**config.mk**
```make
export PLATFORM = sky130hd
export DESIGN_NAME = round_controller_flat
export DESIGN_NICKNAME = d
export VERILOG_FILES = /design/src/rtl/round_controller_if.sv /design/src/rtl/round_controller.sv /design/src/flat_wrapper.sv
export SDC_FILE = /design/constraint.sdc
export NUM_CORES = 1
export LEC_CHECK = 0
export CAP_MARGIN = 20
export CORE_UTILIZATION = 40
export DETAILED_ROUTE_END_ITERATION = 10
export SYNTH_ARGS = -nofsm -noshare
export SYNTH_HDL_FRONTEND = slang
export SYNTH_SLANG_ARGS = --single-unit
export TNS_END_PERCENT = 1
```
**constraint.sdc**
```tcl
create_clock -name clk -period 6.6 [get_ports clk]
set_input_delay 1.98 -clock clk [delete_from_list [all_inputs] [get_ports clk]]
set_output_delay 1.98 -clock clk [all_outputs]
set_load 0.005 [all_outputs]
```
**src/rtl/round_controller_if.sv**
```systemverilog
// Signal bundle between the round controller and the start button / column / score logic.
// The controller drives the master side; the surrounding game logic uses the slave side.
interface round_controller_if;
    logic       start;
    logic [9:0] score;
    logic       scroll_tick;
    logic       score_en;
    logic       clear_score;
    logic [1:0] state;
    logic [1:0] cd_digit;
    logic [1:0] level;
    logic [9:0] time_left;
    logic       game_over;

    modport master (
        input  start, score,
        output scroll_tick, score_en, clear_score, state, cd_digit, level, time_left, game_over
    );

    modport slave (
        output start, score,
        input  scroll_tick, score_en, clear_score, state, cd_digit, level, time_left, game_over
    );
endinterface

```
**src/rtl/round_controller.sv**
```systemverilog
// Rhythm-game round sequencer: idle, 3-2-1 countdown, timed play, game over.
// Produces the level-dependent light-scroll tick and gates/clears the score datapath.
module round_controller #(
    parameter int unsigned TICK_DIV    = 50000000,
    parameter int unsigned ROUND_TICKS = 60,
    parameter int unsigned LEVEL_STEP  = 100,
    parameter int unsigned MAX_LEVEL   = 3
) (
    input  logic               clk,
    input  logic               reset,
    round_controller_if.master bus
);

    localparam int unsigned CNT_W = (TICK_DIV > 2) ? $clog2(TICK_DIV) : 1;

    typedef enum logic [1:0] {
        IDLE      = 2'd0,
        COUNTDOWN = 2'd1,
        PLAY      = 2'd2,
        DONE      = 2'd3
    } state_e;

    state_e           state_q, state_d;
    logic             start_q;
    logic [CNT_W-1:0] base_cnt_q, base_cnt_d;
    logic [1:0]       cd_digit_q, cd_digit_d;
    logic [9:0]       time_left_q, time_left_d;
    logic [1:0]       level_q, level_d;
    logic [1:0]       sub_cnt_q, sub_cnt_d;
    logic             scroll_q, scroll_d;
    logic             clear_q, clear_d;
    logic             score_en_q, score_en_d;
    logic             game_over_q, game_over_d;

    logic             start_rise;
    logic             base_tick;
    logic [31:0]      score_quot;
    logic [1:0]       level_cap;

    assign start_rise = bus.start & ~start_q;
    assign base_tick  = ((state_q == COUNTDOWN) || (state_q == PLAY))
                        && (base_cnt_q == CNT_W'(TICK_DIV - 1));

    // Speed level implied by the current score, saturated at MAX_LEVEL
    assign score_quot = 32'(bus.score) / 32'(LEVEL_STEP);
    assign level_cap  = (score_quot >= 32'(MAX_LEVEL)) ? 2'(MAX_LEVEL) : score_quot[1:0];

    always_ff @(posedge clk or negedge reset) begin
        if (!reset) begin
            state_q     <= IDLE;
            start_q     <= 1'b0;
            base_cnt_q  <= '0;
            cd_digit_q  <= 2'd0;
            time_left_q <= 10'd0;
            level_q     <= 2'd0;
            sub_cnt_q   <= 2'd0;
            scroll_q    <= 1'b0;
            clear_q     <= 1'b0;
            score_en_q  <= 1'b0;
            game_over_q <= 1'b0;
        end else begin
            state_q     <= state_d;
            start_q     <= bus.start;
            base_cnt_q  <= base_cnt_d;
            cd_digit_q  <= cd_digit_d;
            time_left_q <= time_left_d;
            level_q     <= level_d;
            sub_cnt_q   <= sub_cnt_d;
            scroll_q    <= scroll_d;
            clear_q     <= clear_d;
            score_en_q  <= score_en_d;
            game_over_q <= game_over_d;
        end
    end

    // Next-state and registered-output logic; base_cnt_d defaults to 0 so every state entry restarts it
    always_comb begin
        state_d     = state_q;
        base_cnt_d  = '0;
        cd_digit_d  = cd_digit_q;
        time_left_d = time_left_q;
        level_d     = level_q;
        sub_cnt_d   = sub_cnt_q;
        scroll_d    = 1'b0;
        clear_d     = 1'b0;

        unique case (state_q)
            IDLE, DONE: begin
                if (start_rise) begin
                    state_d     = COUNTDOWN;
                    clear_d     = 1'b1;
                    cd_digit_d  = 2'd3;
                    time_left_d = 10'(ROUND_TICKS);
                    level_d     = 2'd0;
                    sub_cnt_d   = 2'd0;
                end
            end
            COUNTDOWN: begin
                base_cnt_d = base_tick ? '0 : base_cnt_q + CNT_W'(1);
                if (base_tick) begin
                    if (cd_digit_q == 2'd1) begin
                        state_d    = PLAY;
                        cd_digit_d = 2'd0;
                    end else begin
                        cd_digit_d = cd_digit_q - 2'd1;
                    end
                end
            end
            PLAY: begin
                base_cnt_d = base_tick ? '0 : base_cnt_q + CNT_W'(1);
                level_d    = (level_cap > level_q) ? level_cap : level_q;
                if (base_tick) begin
                    time_left_d = time_left_q - 10'd1;
                    if (time_left_q == 10'd1) begin
                        state_d = DONE;
                    end
                    // >= lets a mid-period level rise shorten the current period
                    if (sub_cnt_q >= (2'd3 - level_q)) begin
                        sub_cnt_d = 2'd0;
                        scroll_d  = 1'b1;
                    end else begin
                        sub_cnt_d = sub_cnt_q + 2'd1;
                    end
                end
            end
        endcase

        score_en_d  = (state_d == PLAY);
        game_over_d = (state_d == DONE);
    end

    assign bus.scroll_tick = scroll_q;
    assign bus.score_en    = score_en_q;
    assign bus.clear_score = clear_q;
    assign bus.state       = state_q;
    assign bus.cd_digit    = cd_digit_q;
    assign bus.level       = level_q;
    assign bus.time_left   = time_left_q;
    assign bus.game_over   = game_over_q;

endmodule

```
**src/flat_wrapper.sv**
```systemverilog
// flat-port wrapper written by rule: the top's interface ports become plain ports
module round_controller_flat 
#(
    parameter int unsigned TICK_DIV    = 50000000,
    parameter int unsigned ROUND_TICKS = 60,
    parameter int unsigned LEVEL_STEP  = 100,
    parameter int unsigned MAX_LEVEL   = 3
)
  (clk, reset, bus_start, bus_score, bus_scroll_tick, bus_score_en, bus_clear_score, bus_state, bus_cd_digit, bus_level, bus_time_left, bus_game_over);
  round_controller_if bus_i ();
  input  logic clk;
  input  logic reset;
  input wire logic [$bits(bus_i.start)-1:0] bus_start;
  input wire logic [$bits(bus_i.score)-1:0] bus_score;
  output wire logic [$bits(bus_i.scroll_tick)-1:0] bus_scroll_tick;
  output wire logic [$bits(bus_i.score_en)-1:0] bus_score_en;
  output wire logic [$bits(bus_i.clear_score)-1:0] bus_clear_score;
  output wire logic [$bits(bus_i.state)-1:0] bus_state;
  output wire logic [$bits(bus_i.cd_digit)-1:0] bus_cd_digit;
  output wire logic [$bits(bus_i.level)-1:0] bus_level;
  output wire logic [$bits(bus_i.time_left)-1:0] bus_time_left;
  output wire logic [$bits(bus_i.game_over)-1:0] bus_game_over;
  assign bus_i.start = bus_start;
  assign bus_i.score = bus_score;
  assign bus_scroll_tick = bus_i.scroll_tick;
  assign bus_score_en = bus_i.score_en;
  assign bus_clear_score = bus_i.clear_score;
  assign bus_state = bus_i.state;
  assign bus_cd_digit = bus_i.cd_digit;
  assign bus_level = bus_i.level;
  assign bus_time_left = bus_i.time_left;
  assign bus_game_over = bus_i.game_over;
  round_controller #(.TICK_DIV(TICK_DIV), .ROUND_TICKS(ROUND_TICKS), .LEVEL_STEP(LEVEL_STEP), .MAX_LEVEL(MAX_LEVEL)) u_core (.clk(clk), .reset(reset), .bus(bus_i));
endmodule
```
# Yosys cells after proc, flatten, opt, wreduce, memory -nomap -nowiden
# Index checks and enable logic that the tools add are counted.
[word_totals]
wordCells = 71
reg_bits = 49
[op_classes]
reduce_logical = 10
div = 1
n_eq_ne = 12
mux = 27
add_sub_neg = 5
order_cmp = 3
n_bitwise = 2
[op_table]
columns = ["op", "n"]
rows = [
  ["26-bit two-way mux", 2],
  ["10-bit by 7-bit divider with 32-bit output, second input constant", 1],
  ["32-bit by 2-bit greater-or-equal comparator with 1-bit output, second input constant", 1],
  ["26-bit by 1-bit adder with 26-bit output, second input constant", 1],
  ["26-bit equality test, second input constant", 1],
  ["2-bit two-way mux", 13],
  ["10-bit two-way mux", 2],
  ["10-bit case mux with 2 select lines", 1],
  ["2-bit case mux with 2 select lines", 3],
  ["10-bit by 1-bit equality test with 1-bit output, second input constant", 1],
  ["10-bit by 1-bit subtractor with 10-bit output, second input constant", 1],
  ["3-bit AND reduction", 3],
  ["2-bit equality test, second input constant", 4],
  ["2-bit by 1-bit != test with 1-bit output, second input constant", 3],
  ["2-bit case mux with 3 select lines", 1],
  ["1-bit two-way mux", 5],
  ["2-bit by 1-bit equality test with 1-bit output, second input constant", 2],
  ["2-bit nonzero test", 2],
  ["2-bit OR reduction", 2],
  ["2-bit by 1-bit adder with 2-bit output, second input constant", 1],
  ["2-bit greater-or-equal comparator", 1],
  ["2-bit greater-than comparator", 1],
  ["2-bit logical NOT", 1],
  ["2-bit != test, second input constant", 1],
  ["6 further kinds", 6],
]

# Logic depth before layout (Yosys ltp)
[depth]
word_depth = 6
depth_mapped = 16
depth_no_buf = 16

# Least setup slack after synthesis
# OpenSTA, ideal clock, no wires.
[synth_path]
path_type = "in2reg"
startpoint = "in bus_score[6]"
endpoint = "reg u_core.level_q[0], in the netlist u_core.bus.level[0]"
slack_ns = 1.517
setup_time_ns = 0.128
arrival_time_ns = 4.954
cell_stages = 14
cell_sequence = "nor3_2 -> nor2b_1 -> ha_1 -> and3b_1 -> or3_1 -> a221o_1 -> a21boi_1 -> xor2_1 -> o32ai_2 -> ha_1 -> a211o_1 -> and3_1 -> a21oi_1 -> o21ai_1"
[synth_via]
elab_chain_len = 6
elab_cells_between_ends = 8
[synth_rtl]
columns = ["item", "line_no", "rtl"]
rows = [
  ["start, declared", "flat_wrapper.sv:14", "input wire logic [$bits(bus_i.score)-1:0] bus_score;"],
  ["10-bit by 7-bit divider with 32-bit output *", "round_controller.sv:45", "assign score_quot = 32'(bus.score) / 32'(LEVEL_STEP);"],
  ["32-bit by 2-bit greater-or-equal comparator with 1-bit output", "round_controller.sv:46", "assign level_cap = (score_quot >= 32'(MAX_LEVEL)) ? 2'(MAX_LEVEL) : score_quot[1:0];"],
  ["2-bit two-way mux *", "round_controller.sv:46", ""],
  ["2-bit greater-than comparator", "round_controller.sv:111", "level_d = (level_cap > level_q) ? level_cap : level_q;"],
  ["2-bit != test (no line)", "--", ""],
  ["3-bit AND reduction (no line)", "--", ""],
  ["end signal, assigned", "round_controller.sv:67", "level_q <= level_d;"],
  ["end, declared", "round_controller.sv:28", "logic [1:0] level_q, level_d;"],
]
# Mark *: on every way between the ends. The rest lies on a longest branch, timed or not. The select of a mux whose other input is x is not followed.
# A chain may end at the register's enable or synchronous reset.

# Worst setup path in the final report
# Same ends and word-level chain as after synthesis.

==> results.sh <==
export IMPL_grt_pass1_wl_mm=11.1
export IMPL_hold_violations=0
export IMPL_grt_busiest_layer="met2"
export IMPL_setup_ws_ps=1040
export IMPL_setup_viol=0
export IMPL_ys_seq_area_frac=0.395
export IMPL_number_of_pins_with_negative_max_slew_slack_in_the_final_report=0
export IMPL_clk_pin_slew_ps=80
export IMPL_worst_endpoint_arrival_ps=5740
export IMPL_syn_area_mm2=0.00310
export IMPL_antenna_violations_before_repair=0
export IMPL_cts_tree="built"
export IMPL_cellLeakagePower_nw=1.49
export IMPL_die_x_um=90.1
export IMPL_ys_async_sr_fraction=1.00
export IMPL_detailedRoute_firstIterationViolations=141
export IMPL_run_status="complete, no violations"
export IMPL_fraction_of_final_layout_cells_with_drive_strength_greater_than_1=0.0711
export IMPL_area_enclosed_by_the_die_boundary_mm2=0.00812
export IMPL_areaGrowthSynthToFinish_pct=14.7
export IMPL_slew_headroom=0.434
export IMPL_ys_dominant_reg_cell="sky130_fd_sc_hd__dfrtp_1"
export IMPL_drt_pass1_iter_count=4
export IMPL_critPathRequiredTime_ps=6770
export IMPL_grtUsageTotal=0.161
export IMPL_total_nets_after_synthesis=379
export IMPL_worst_skew_pair_late_latency_ps=300
export IMPL_finalCritPeriodShare=0.843
export IMPL_chain_of_cells_forming_the_critical_path="clkdlybuf4s50_1 -> nor3_2 -> nor2b_1 -> ha_1 -> nand3b_1 -> o21ai_0 -> nor3_1 -> o32a_1 -> or2_1 -> or3_1 -> ha_1 -> a21oi_1 -> a211o_1 -> and3_1 -> a21oi_1 -> o21ai_1"
export IMPL_min_path_type="flip-flop to flip-flop"
export IMPL_synth_area_top_cells="sky130_fd_sc_hd__dfrtp_1, sky130_fd_sc_hd__xor2_1, sky130_fd_sc_hd__nor2_1"
export IMPL_h_tree_depth=2
export IMPL_yosysTopAreaCellShare=0.395
export IMPL_yosysWarningCount=0
export IMPL_layout_cells_most_common_list="sky130_fd_sc_hd__dfrtp_1, sky130_fd_sc_hd__nor2_1, sky130_fd_sc_hd__clkdlybuf4s50_1"
export IMPL_post_cts_resized_instances=0
export IMPL_grt_met1_usage=0.223
export IMPL_clockBufferDepth=2
export IMPL_placement_setup_worst_slack_ps=750
export IMPL_cp_slowest_cell="sky130_fd_sc_hd__clkdlybuf4s50_1"
export IMPL_met3_usage=0.0305
export IMPL_ios=33
export IMPL_skew_ps=11.9
export IMPL_tritoncts_num_buffers=5
export IMPL_maxClockFrequency_ghz=0.180
export IMPL_p_per_area_mw_per_mm2=149
export IMPL_synth_enable_flop_cells=0
export IMPL_grt_max_degree=50
export IMPL_setup_tns_final_ps=0
export IMPL_number_of_hold_buffers_added_after_cts=0
export IMPL_fp_coreArea_mm2=0.00737
export IMPL_cts_post_setup_buffers_inserted=0
export IMPL_worst_ir_drop_vdd_mv=0.116
export IMPL_num_fill_cells=702
export IMPL_dpl_hpwl_mm=4.26
export IMPL_dr_total_vias=2560
export IMPL_syn_avg_cell_area_um2=8.74
export IMPL_synth_seq_cells=49
export IMPL_worstSetupEndpointType="flip-flop"
export IMPL_worst_setup_path_start_kind="primary input"
export IMPL_routed_wl_mm=6.05
export IMPL_global_route_usage_met2=0.261
export IMPL_crit_path_max_fanout=4
export IMPL_viasPerCell=5.34
export IMPL_ctsRootBufferMaster="sky130_fd_sc_hd__clkbuf_8"
export IMPL_drt_drc_violations_left=0
export IMPL_globalRoute_totalOverflow=0
export IMPL_ant_nets=0
export IMPL_net_total_in_the_final_layout=404
export IMPL_antennaDiodeCount=0
export IMPL_worst_pin_slew_ps=842
export IMPL_ys_types=64
export IMPL_cp_max_stage_delay_ps=430
export IMPL_synthesis_instances=355
export IMPL_cap_viol_max_count=0
export IMPL_routed_length_per_instance_um=12.6
export IMPL_mostFrequentLayoutCell="sky130_fd_sc_hd__dfrtp_1"
export IMPL_port_buffer_count=30
export IMPL_yosys_area_top_type="sky130_fd_sc_hd__dfrtp_1"
export IMPL_placement_rows=31
export IMPL_starting_density_of_the_core=0.421
export IMPL_final_critical_delay_including_setup_and_external_delays_ps=5560
export IMPL_clock_sink_count=49
export IMPL_criticalPathCategory="primary input to flip-flop"
export IMPL_first_global_vias=2503
export IMPL_unrepaired_setup_endpoints_after_global_routing="no"
export IMPL_die_height_um=90.1
export IMPL_final_weighted_congestion_of_routability_driven_global_placement=0.774
report_power, final:
group          switching (mW)  internal [mW]
clock                  0.0940         0.0834
sequential          0.0000400          0.300
combinational          0.0308         0.0226
total                   0.125          0.406
through the flow:
| stage | util | cells | power (mW) | hold WS, ps | area, µm² |
|---|---|---|---|---|---|
| 6_report | 0.483 | 479 | 0.531 | 494 | 3560 |
| 5_1_grt | 0.483 | 479 | 0.556 | 537 | 3560 |
| 4_1_cts | 0.483 | 479 | 0.538 | 497 | 3560 |
| 3_5_place_dp | 0.471 | 472 | 0.360 | 482 | 3470 |
| 3_3_place_gp | 0.471 | 472 | 0.360 | 481 | 3470 |
| 2_1_floorplan | - | 355 | 0.339 | 455 | 3100 |
final cells by class:
cell class	count	area (µm²)	area share
Multi-Input combinational cell	271	1720	0.483
Tap cell	99	124	0.0348
Timing Repair Buffer	36	340	0.0956
Sequential cell	49	1230	0.344
Clock buffer	7	86.3	0.0242
Inverter	17	63.8	0.0179
routing by layer:
metal / up-vias / part of all wire
met1: 1216 / 0.50
met3: 4 / 0.034
met5: - / 0
li1: 1303 / -
met4: 0 / 0.0066
met2: 37 / 0.46
logic make-up (layout without fill, tap and decap cells):
| group | count (synthesis) | after routing | share of synthesized area |
|---|---|---|---|
| xor+xnor | 30 | 30 | 0.0846 |
| buf+inv | 35 | 60 | 0.0508 |
| fa+ha+maj | 11 | 11 | 0.0443 |
| flops | 49 | 49 | 0.395 |
| mux | 1 | 1 | 0.00322 |
| simple gates | 154 | 154 | 0.256 |
| compound gates | 75 | 75 | 0.166 |
cell usage after synthesis (all sizes together), types with 3 or more instances:
cell,instances
o21ai,29
dfrtp,49
inv,17
nand3,21
nand2b,3
or2,4
nor2,44
a31oi,4
nor2b,4
xor2,22
ha,11
or3,7
xnor2,8
nand3b,3
nor3,9
nand2,28
and3,9
buf,7
nor4,3
clkbuf,11
a21oi,13
nand4,8
flip-flops by register name, summed over array words and instances (netlist names):
register / cells
u_core.base_cnt_q: 26
u_core.bus.cd_digit: 2
u_core.bus.clear_score: 1
u_core.bus.game_over: 1
u_core.bus.level: 2
u_core.bus.score_en: 1
u_core.bus.scroll_tick: 1
u_core.bus.state: 2
u_core.bus.time_left: 10
u_core.start_q: 1
u_core.sub_cnt_q: 2
path summary, 6_finish.rpt:
kind / slack, ps / cells past startpoint / start / end
min reg2reg: 490 / 1 / u_core.sub_cnt_q[1]$_DFFE_PN0P_ / u_core.sub_cnt_q[1]$_DFFE_PN0P_
max: 1040 / 16 / bus_score[6] / u_core.bus.level[0]$_DFFE_PN0P_
max in group asynchronous: 4410 / 2 / reset / u_core.base_cnt_q[2]$_DFF_PN0_
min: 490 / 1 / u_core.sub_cnt_q[1]$_DFFE_PN0P_ / u_core.sub_cnt_q[1]$_DFFE_PN0P_
min in group asynchronous: 1770 / 2 / reset / u_core.bus.time_left[5]$_DFFE_PN0P_
max reg2reg: 3840 / 7 / u_core.bus.state[0]$_DFF_PN0_ / u_core.base_cnt_q[2]$_DFF_PN0_
critical path: cells and delay by family:
| kind | cells | cell delay [ps] |
|---|---|---|
| compound gates | 6 | 1200 |
| fa+ha+maj | 2 | 640 |
| buf+inv | 1 | 430 |
| simple gates | 7 | 1480 |
(Power assumes the default switching activity.)
